--- src/rtl/serial2b_to_parallel.sv ---
// Receive side of the 2-bit serial link: rebuilds 8-bit words from MSB-first pairs on the 4f clock.
// Hunts for the comma symbol, locks after BC_LOCK aligned commas, then frames one byte every four edges.
module serial2b_to_parallel #(
   parameter logic [7:0]  COMMA   = 8'hBC,
   parameter int unsigned BC_LOCK = 4
) (
   input  logic       clk4f,
   input  logic       reset_L,
   input  logic [1:0] data_in,
   output logic [7:0] data_out,
   output logic       valid_out,
   output logic       active
);

   typedef enum logic [1:0] {
      SEARCH = 2'd0,
      ALIGN  = 2'd1,
      LOCKED = 2'd2
   } state_t;

   localparam logic [3:0] BC_LOCK_C = 4'(BC_LOCK);

   state_t     state_q,  state_d;
   logic [1:0] phase_q,  phase_d;
   logic [5:0] shift_q,  shift_d;
   logic [3:0] bc_cnt_q, bc_cnt_d;
   logic [7:0] data_q,   data_d;
   logic       valid_q,  valid_d;
   logic       active_q, active_d;

   logic [7:0] word;
   logic       is_comma;
   logic       boundary;

   // The candidate byte includes the pair being sampled on this edge.
   assign word     = {shift_q, data_in};
   assign is_comma = (word == COMMA);
   assign boundary = (phase_q == 2'd3);
   assign shift_d  = {shift_q[3:0], data_in};

   // State register
   // NOTE: sequential state uses non-blocking (<=) so every register samples pre-edge values;
   //       blocking (=) here would create order-dependent races between the registers.
   always_ff @(posedge clk4f or negedge reset_L) begin
      if (!reset_L) begin
         state_q  <= SEARCH;
         phase_q  <= 2'd0;
         shift_q  <= 6'd0;
         bc_cnt_q <= 4'd0;
         data_q   <= 8'h00;
         valid_q  <= 1'b0;
         active_q <= 1'b0;
      end else begin
         state_q  <= state_d;
         phase_q  <= phase_d;
         shift_q  <= shift_d;
         bc_cnt_q <= bc_cnt_d;
         data_q   <= data_d;
         valid_q  <= valid_d;
         active_q <= active_d;
      end
   end

   // Next-state logic
   // NOTE: every signal driven here gets a default first; a path that skips an assignment
   //       would otherwise infer a latch.
   always_comb begin
      state_d  = state_q;
      phase_d  = phase_q + 2'd1;
      bc_cnt_d = bc_cnt_q;

      unique case (state_q)
         SEARCH: begin
            if (is_comma) begin
               phase_d  = 2'd0;
               bc_cnt_d = 4'd1;
               state_d  = (BC_LOCK_C == 4'd1) ? LOCKED : ALIGN;
            end
         end
         ALIGN: begin
            if (boundary) begin
               if (is_comma) begin
                  bc_cnt_d = bc_cnt_q + 4'd1;
                  if (bc_cnt_q + 4'd1 == BC_LOCK_C) begin
                     state_d = LOCKED;
                  end
               end else begin
                  bc_cnt_d = 4'd0;
                  state_d  = SEARCH;
               end
            end
         end
         LOCKED: begin
            // Held until reset; there is no loss-of-lock path.
            state_d = LOCKED;
         end
         default: begin
            state_d  = SEARCH;
            bc_cnt_d = 4'd0;
         end
      endcase
   end

   // Output logic: frame on boundary edges once locked, dropping idle commas.
   always_comb begin
      data_d   = data_q;
      valid_d  = 1'b0;
      active_d = (state_d == LOCKED);

      if (state_q == LOCKED && boundary) begin
         data_d  = word;
         valid_d = !is_comma;
      end
   end

   assign data_out  = data_q;
   assign valid_out = valid_q;
   assign active    = active_q;

endmodule

--- config.mk ---
export PLATFORM = sky130hd
export DESIGN_NAME = serial2b_to_parallel
export DESIGN_NICKNAME = d
export VERILOG_FILES = /design/src/rtl/serial2b_to_parallel.sv
export SDC_FILE = /design/constraint.sdc
export NUM_CORES = 1
export LEC_CHECK = 0
export CORE_MARGIN = 4
export CORE_UTILIZATION = 35
export CTS_CLUSTER_DIAMETER = 100
export DETAILED_ROUTE_END_ITERATION = 10
export GPL_ROUTABILITY_DRIVEN = 0
export GPL_TIMING_DRIVEN = 0
export SLEW_MARGIN = 0
export SYNTH_ARGS = -nofsm -noshare
export SYNTH_HDL_FRONTEND = slang
export SYNTH_SLANG_ARGS = --single-unit
--- constraint.sdc ---
create_clock -name clk4f -period 1.7 [get_ports clk4f]
set_input_delay 0.34 -clock clk4f [delete_from_list [all_inputs] [get_ports clk4f]]
set_output_delay 0.34 -clock clk4f [all_outputs]
set_load 0.05 [all_outputs]
# Word level (Yosys, flattened, before mapping)
# Cells that the tools add are included.
[classes] add_sub_neg=2 eq_ne=8 mux=12 bitwise_logic=1 n_reduce_logical=4
[op_table] op="2-to-1 mux 2 bit" n=6
[op_table] op="2-to-1 mux 4 bit" n=3
[op_table] op="case mux 4 bit (3 select lines)" n=1
[op_table] op="equality test 8 bit (second input constant)" n=1
[op_table] op="equality test 2 bit (second input constant)" n=3
[op_table] op="case mux 2 bit (3 select lines)" n=1
[op_table] op="adder 4 x 1 -> 4 bit (second input constant)" n=1
[op_table] op="equality test 4 x 3 -> 1 bit (second input constant)" n=1
[op_table] op="inequality test 2 bit (second input constant)" n=2
[op_table] op="AND reduction 3 bit" n=1
[op_table] op="adder 2 x 1 -> 2 bit (second input constant)" n=1
[op_table] op="equality test 2 x 1 -> 1 bit (second input constant)" n=1
[op_table] op="zero test 2 bit" n=1
[op_table] op="logical AND 1 bit" n=1
[op_table] op="zero test 1 bit" n=1
[op_table] op="2-to-1 mux 1 bit" n=1
[op_table] op="inverter 1 bit" n=1
[word_totals] register_bits=24 output_inout_bits=10

# Logic depth before layout (Yosys ltp)
[depth] depth_word=7 ltp_mapped=6 ltp_nobuf=5

# Worst setup path after synthesis
# OpenSTA, ideal clock, no wires.
[synth_path] path_type="in2reg" startpoint="input port data_in[0]" endpoint="register bc_cnt_q[3]" arrival_time_ps=1377 slack_ps=191 stages=5 path_buffers=1 path_cell_list="nand4bb_1 > or2_1 > buf_6 > and3_4 > or3b_1"
[synth_via] elab_chain_cells=4 elab_cells_between_ends=6 classes_between="2 x eq/ne; 3 x mux; 1 x reduce/logical"
[synth_rtl] element="from (decl)" line="9" source="input logic [1:0] data_in,"
[synth_rtl] element="equality test 8 bit (*)" line="37" source="assign is_comma = (word == COMMA);"
[synth_rtl] element="2-to-1 mux 4 bit" line="82" source="if (is_comma) begin"
[synth_rtl] element="2-to-1 mux 4 bit" line="81" source="if (boundary) begin"
[synth_rtl] element="case mux 4 bit (3 select lines)" line="72" source="unique case (state_q)"
[synth_rtl] element="to (signal assigned)" line="57" source="bc_cnt_q <= bc_cnt_d;"
[synth_rtl] element="to (decl)" line="26" source="logic [3:0] bc_cnt_q, bc_cnt_d;"
# Mark *: on every way between the ends. The rest lies on a longest branch, timed or not. The select of a mux whose other input is x is not followed.
# A chain may end at the register's enable or synchronous reset.

# Final worst setup path
# Same ends and word-level chain as after synthesis.

==> flow_summary.ini <==
[run_status]
status = finished clean

[synthesis]
yosysTopAreaCell = dfrtp_1
synthArstFlopShare = 1.00
netlist_top_cells_area = dfrtp_1, mux2_2, ha_1
synth_top_area_share = 0.565
postSynthAreaPerCell_um2 = 11.9
yosysMostFrequentCell = dfrtp_1
synth-simple-area-share = 0.179
yosysWarnings = 0
synth_top_family_by_area = simple AND/OR/NAND/NOR gates
netlist_area_um2 = 1060
muxShareOfSynthArea = 0.0848
synth_common_cells = dfrtp_1, mux2_2, nor2_1
synth_fa_ha_area_frac = 0.0353
ys_seq_area_frac = 0.565
synth-seq-cells = 24
synth-xor-area-share = 0.00824
synth_edf_count = 0
syn_nets = 96
ys_types = 30
syn-instance-count = 89
synth_ff_type = dfrtp_1
synth_compound_area_frac = 0.0883

[worst_setup_path]
r2r-start = phase_q[0]$_DFF_PN0_
ff2ff_path_depth = 6
end_kind = flip-flop
worst-endpoint-arrival_ns = 1.88
rrSetupSlack_ns = 0.09
cp.required_ns = 1.91
worstSetupPathType = primary input to flip-flop
r2r_end = bc_cnt_q[3]$_DFFE_PN0P_
critPathMaxFanout = 7
startpoint_type = primary input

[clock_network]
cts_made_buffers = 3
cts_resized = 11
cts_root_buffer = clkbuf_4
cts_setup_buffers = 0
hold_buffers = 0
clock_path_buffers = 2
clock_latency_ns = 0.31
cts.sinks = 24
htree_levels = 1
clk_pin_slew_ns = 0.14
cts_tree = done

[power]
p_per_area_nw_per_um2 = 1090
switching_share = 0.284
seq_power_share = 0.511
p_clk_frac = 0.294
p_sw_uw = 401
combPwrFrac = 0.195
internal-power_mw = 1.01
total_power_mw = 1.41
vdd_drop_max_mv = 0.610
power_leakage_nw = 0.641

[sta]
setup_violations = 0
rsz0062_at_grt = no
period_needed_ns = 1.67
layout_setup_ws_ns = 0.0339
skew_ns = 0.00648
hold_viol_final = 0
final_max_slew_viol_count = 0
max_freq_mhz = 600
slew_headroom = 0.315
post-route-period-util = 0.980
worst_pin_slew_ns = 1.02

[cells_and_area]
area_delta_synth_final_pct = 21.7
layout-drive-gt1-share = 0.189
antenna_cells = 0
instances_no_fill = 137
num-fill-cells = 283
fin_area_um2 = 1290
fin_nets = 114

[min_path]
holdCritPathClass = flip-flop to flip-flop
min_from = phase_q[0]$_DFF_PN0_
whs_endpoint = phase_q[0]$_DFF_PN0_
hold_path_depth = 1

[floorplan]
std_cell_rows = 19
core_area_um2 = 2830
dieHeight_um = 63.1
num_io_pins = 14
initial_core_util = 0.375
fp.dieW_um = 63.1
die_area_um2 = 3980

[job]
cap_violations = 0

[drt]
finalWirelength_um = 1900
drtIter0Drc = 40
via_per_inst = 5.19
vias = 711
firstDrtPassIters = 4
wl_per_cell_um = 13.8
drc = 0
detail-route-antenna-nets = 0

[global_routing]
grt_pass1_vias = 773
grt_pass1_wl_um = 3570
grt_max_degree = 25
overflow = 0
antenna_found_initial = 0
grt_use_total = 0.111

[place]
dpl_cell_area_um2 = 1230
portBuffers = 13
place_ws_ns = -0.373
dpl.hpwl_um = 1340
placed_cells = 133
==> power groups by stage <==
stage / sequential (mW) / clock, mW / combinational [mW]
floorplan: 0.720 / 0 / 0.202
global placement: 0.729 / 0 / 0.271
detailed placement: 0.731 / 0 / 0.274
CTS: 0.720 / 0.432 / 0.275
global route: 0.740 / 0.460 / 0.317
finish: 0.722 / 0.415 / 0.276
==> per-layer routing <==
layer	up-vias	GRT usage	part of all wire
met5	-	0	0
met4	0	0.0248	0.0063
met3	2	0.0409	0.038
met2	15	0.178	0.44
met1	346	0.144	0.51
li1	348	-	-
==> kinds of logic (layout without fill, tap and decap cells) <==
kind of cell | count (synthesis) | after routing
XOR/XNOR | 1 | 1
flip-flops | 24 | 24
multiplexers | 8 | 8
AO/OA/AOI/OAI | 13 | 13
AND/OR/NAND/NOR | 32 | 32
adder cells (fa/ha/maj) | 3 | 3
buffers and inverters | 8 | 25
==> critical path, cell delays in order <==
cell and delay [ns]:
clkdlybuf4s50_1 0.43, nand4bb_4 0.24, or2_1 0.23, buf_6 0.13
and3_4 0.16, or3b_1 0.33
==> flip-flops by register name, summed over array words and instances (netlist names) <==
register,count
shift_q,6
data_out,8
active,1
phase_q,2
valid_out,1
state_q,2
bc_cnt_q,4
==> cell type report <==
cell class | instances | area (um2) | share of cell area
clock inverter | 1 | 30.0 | 0.0232
clock buffer | 3 | 22.5 | 0.0174
buffer | 4 | 28.8 | 0.0223
inverter | 4 | 15.0 | 0.0116
sequential | 24 | 601 | 0.465
multi-input combinational | 57 | 439 | 0.340
timing repair buffer | 13 | 118 | 0.0910
tap | 31 | 38.8 | 0.0300
==> how the worst max path moves through the flow <==
stage	start	end	slack, ns	depth (start not counted)
4_1_cts	data_in[0]	bc_cnt_q[3]$_DFFE_PN0P_	0.03	6
2_1_floorplan	data_in[0]	bc_cnt_q[3]$_DFFE_PN0P_	0.19	5
5_1_grt	phase_q[0]$_DFF_PN0_	bc_cnt_q[3]$_DFFE_PN0P_	0.003	6
3_3_place_gp	data_in[1]	bc_cnt_q[3]$_DFFE_PN0P_	-0.33	6
3_5_place_dp	data_in[0]	bc_cnt_q[3]$_DFFE_PN0P_	-0.37	6
6_report	data_in[0]	bc_cnt_q[3]$_DFFE_PN0P_	0.03	6
==> through the flow <==
step / TNS, ns / hold WS (ns) / utilization
floorplan: 0 / 0.0444 / -
global placement: -1.01 / 0.394 / 0.435
detailed placement: -1.35 / 0.407 / 0.435
CTS: 0 / 0.450 / 0.455
global route: 0 / 0.469 / 0.457
finish: 0 / 0.441 / 0.457
==> placed cells by master (no fill, tap or decap), drive strengths merged, types with 2 or more instances in the layout <==
| cell | netlist | final |
|---|---|---|
| nor2 | 8 | 8 |
| nand3 | 4 | 4 |
| and3 | 2 | 2 |
| ha | 3 | 3 |
| nor2b | 3 | 3 |
| nand2 | 5 | 5 |
| clkbuf | 0 | 4 |
| a21oi | 2 | 2 |
| nor3 | 3 | 3 |
| clkdlybuf4s50 | 0 | 3 |
| a41o | 2 | 2 |
| dfrtp | 24 | 24 |
| dlygate4sd2 | 0 | 10 |
| inv | 4 | 4 |
| mux2 | 8 | 8 |
| o21ai | 3 | 3 |
| buf | 4 | 3 |
(Power assumes the default switching activity.)
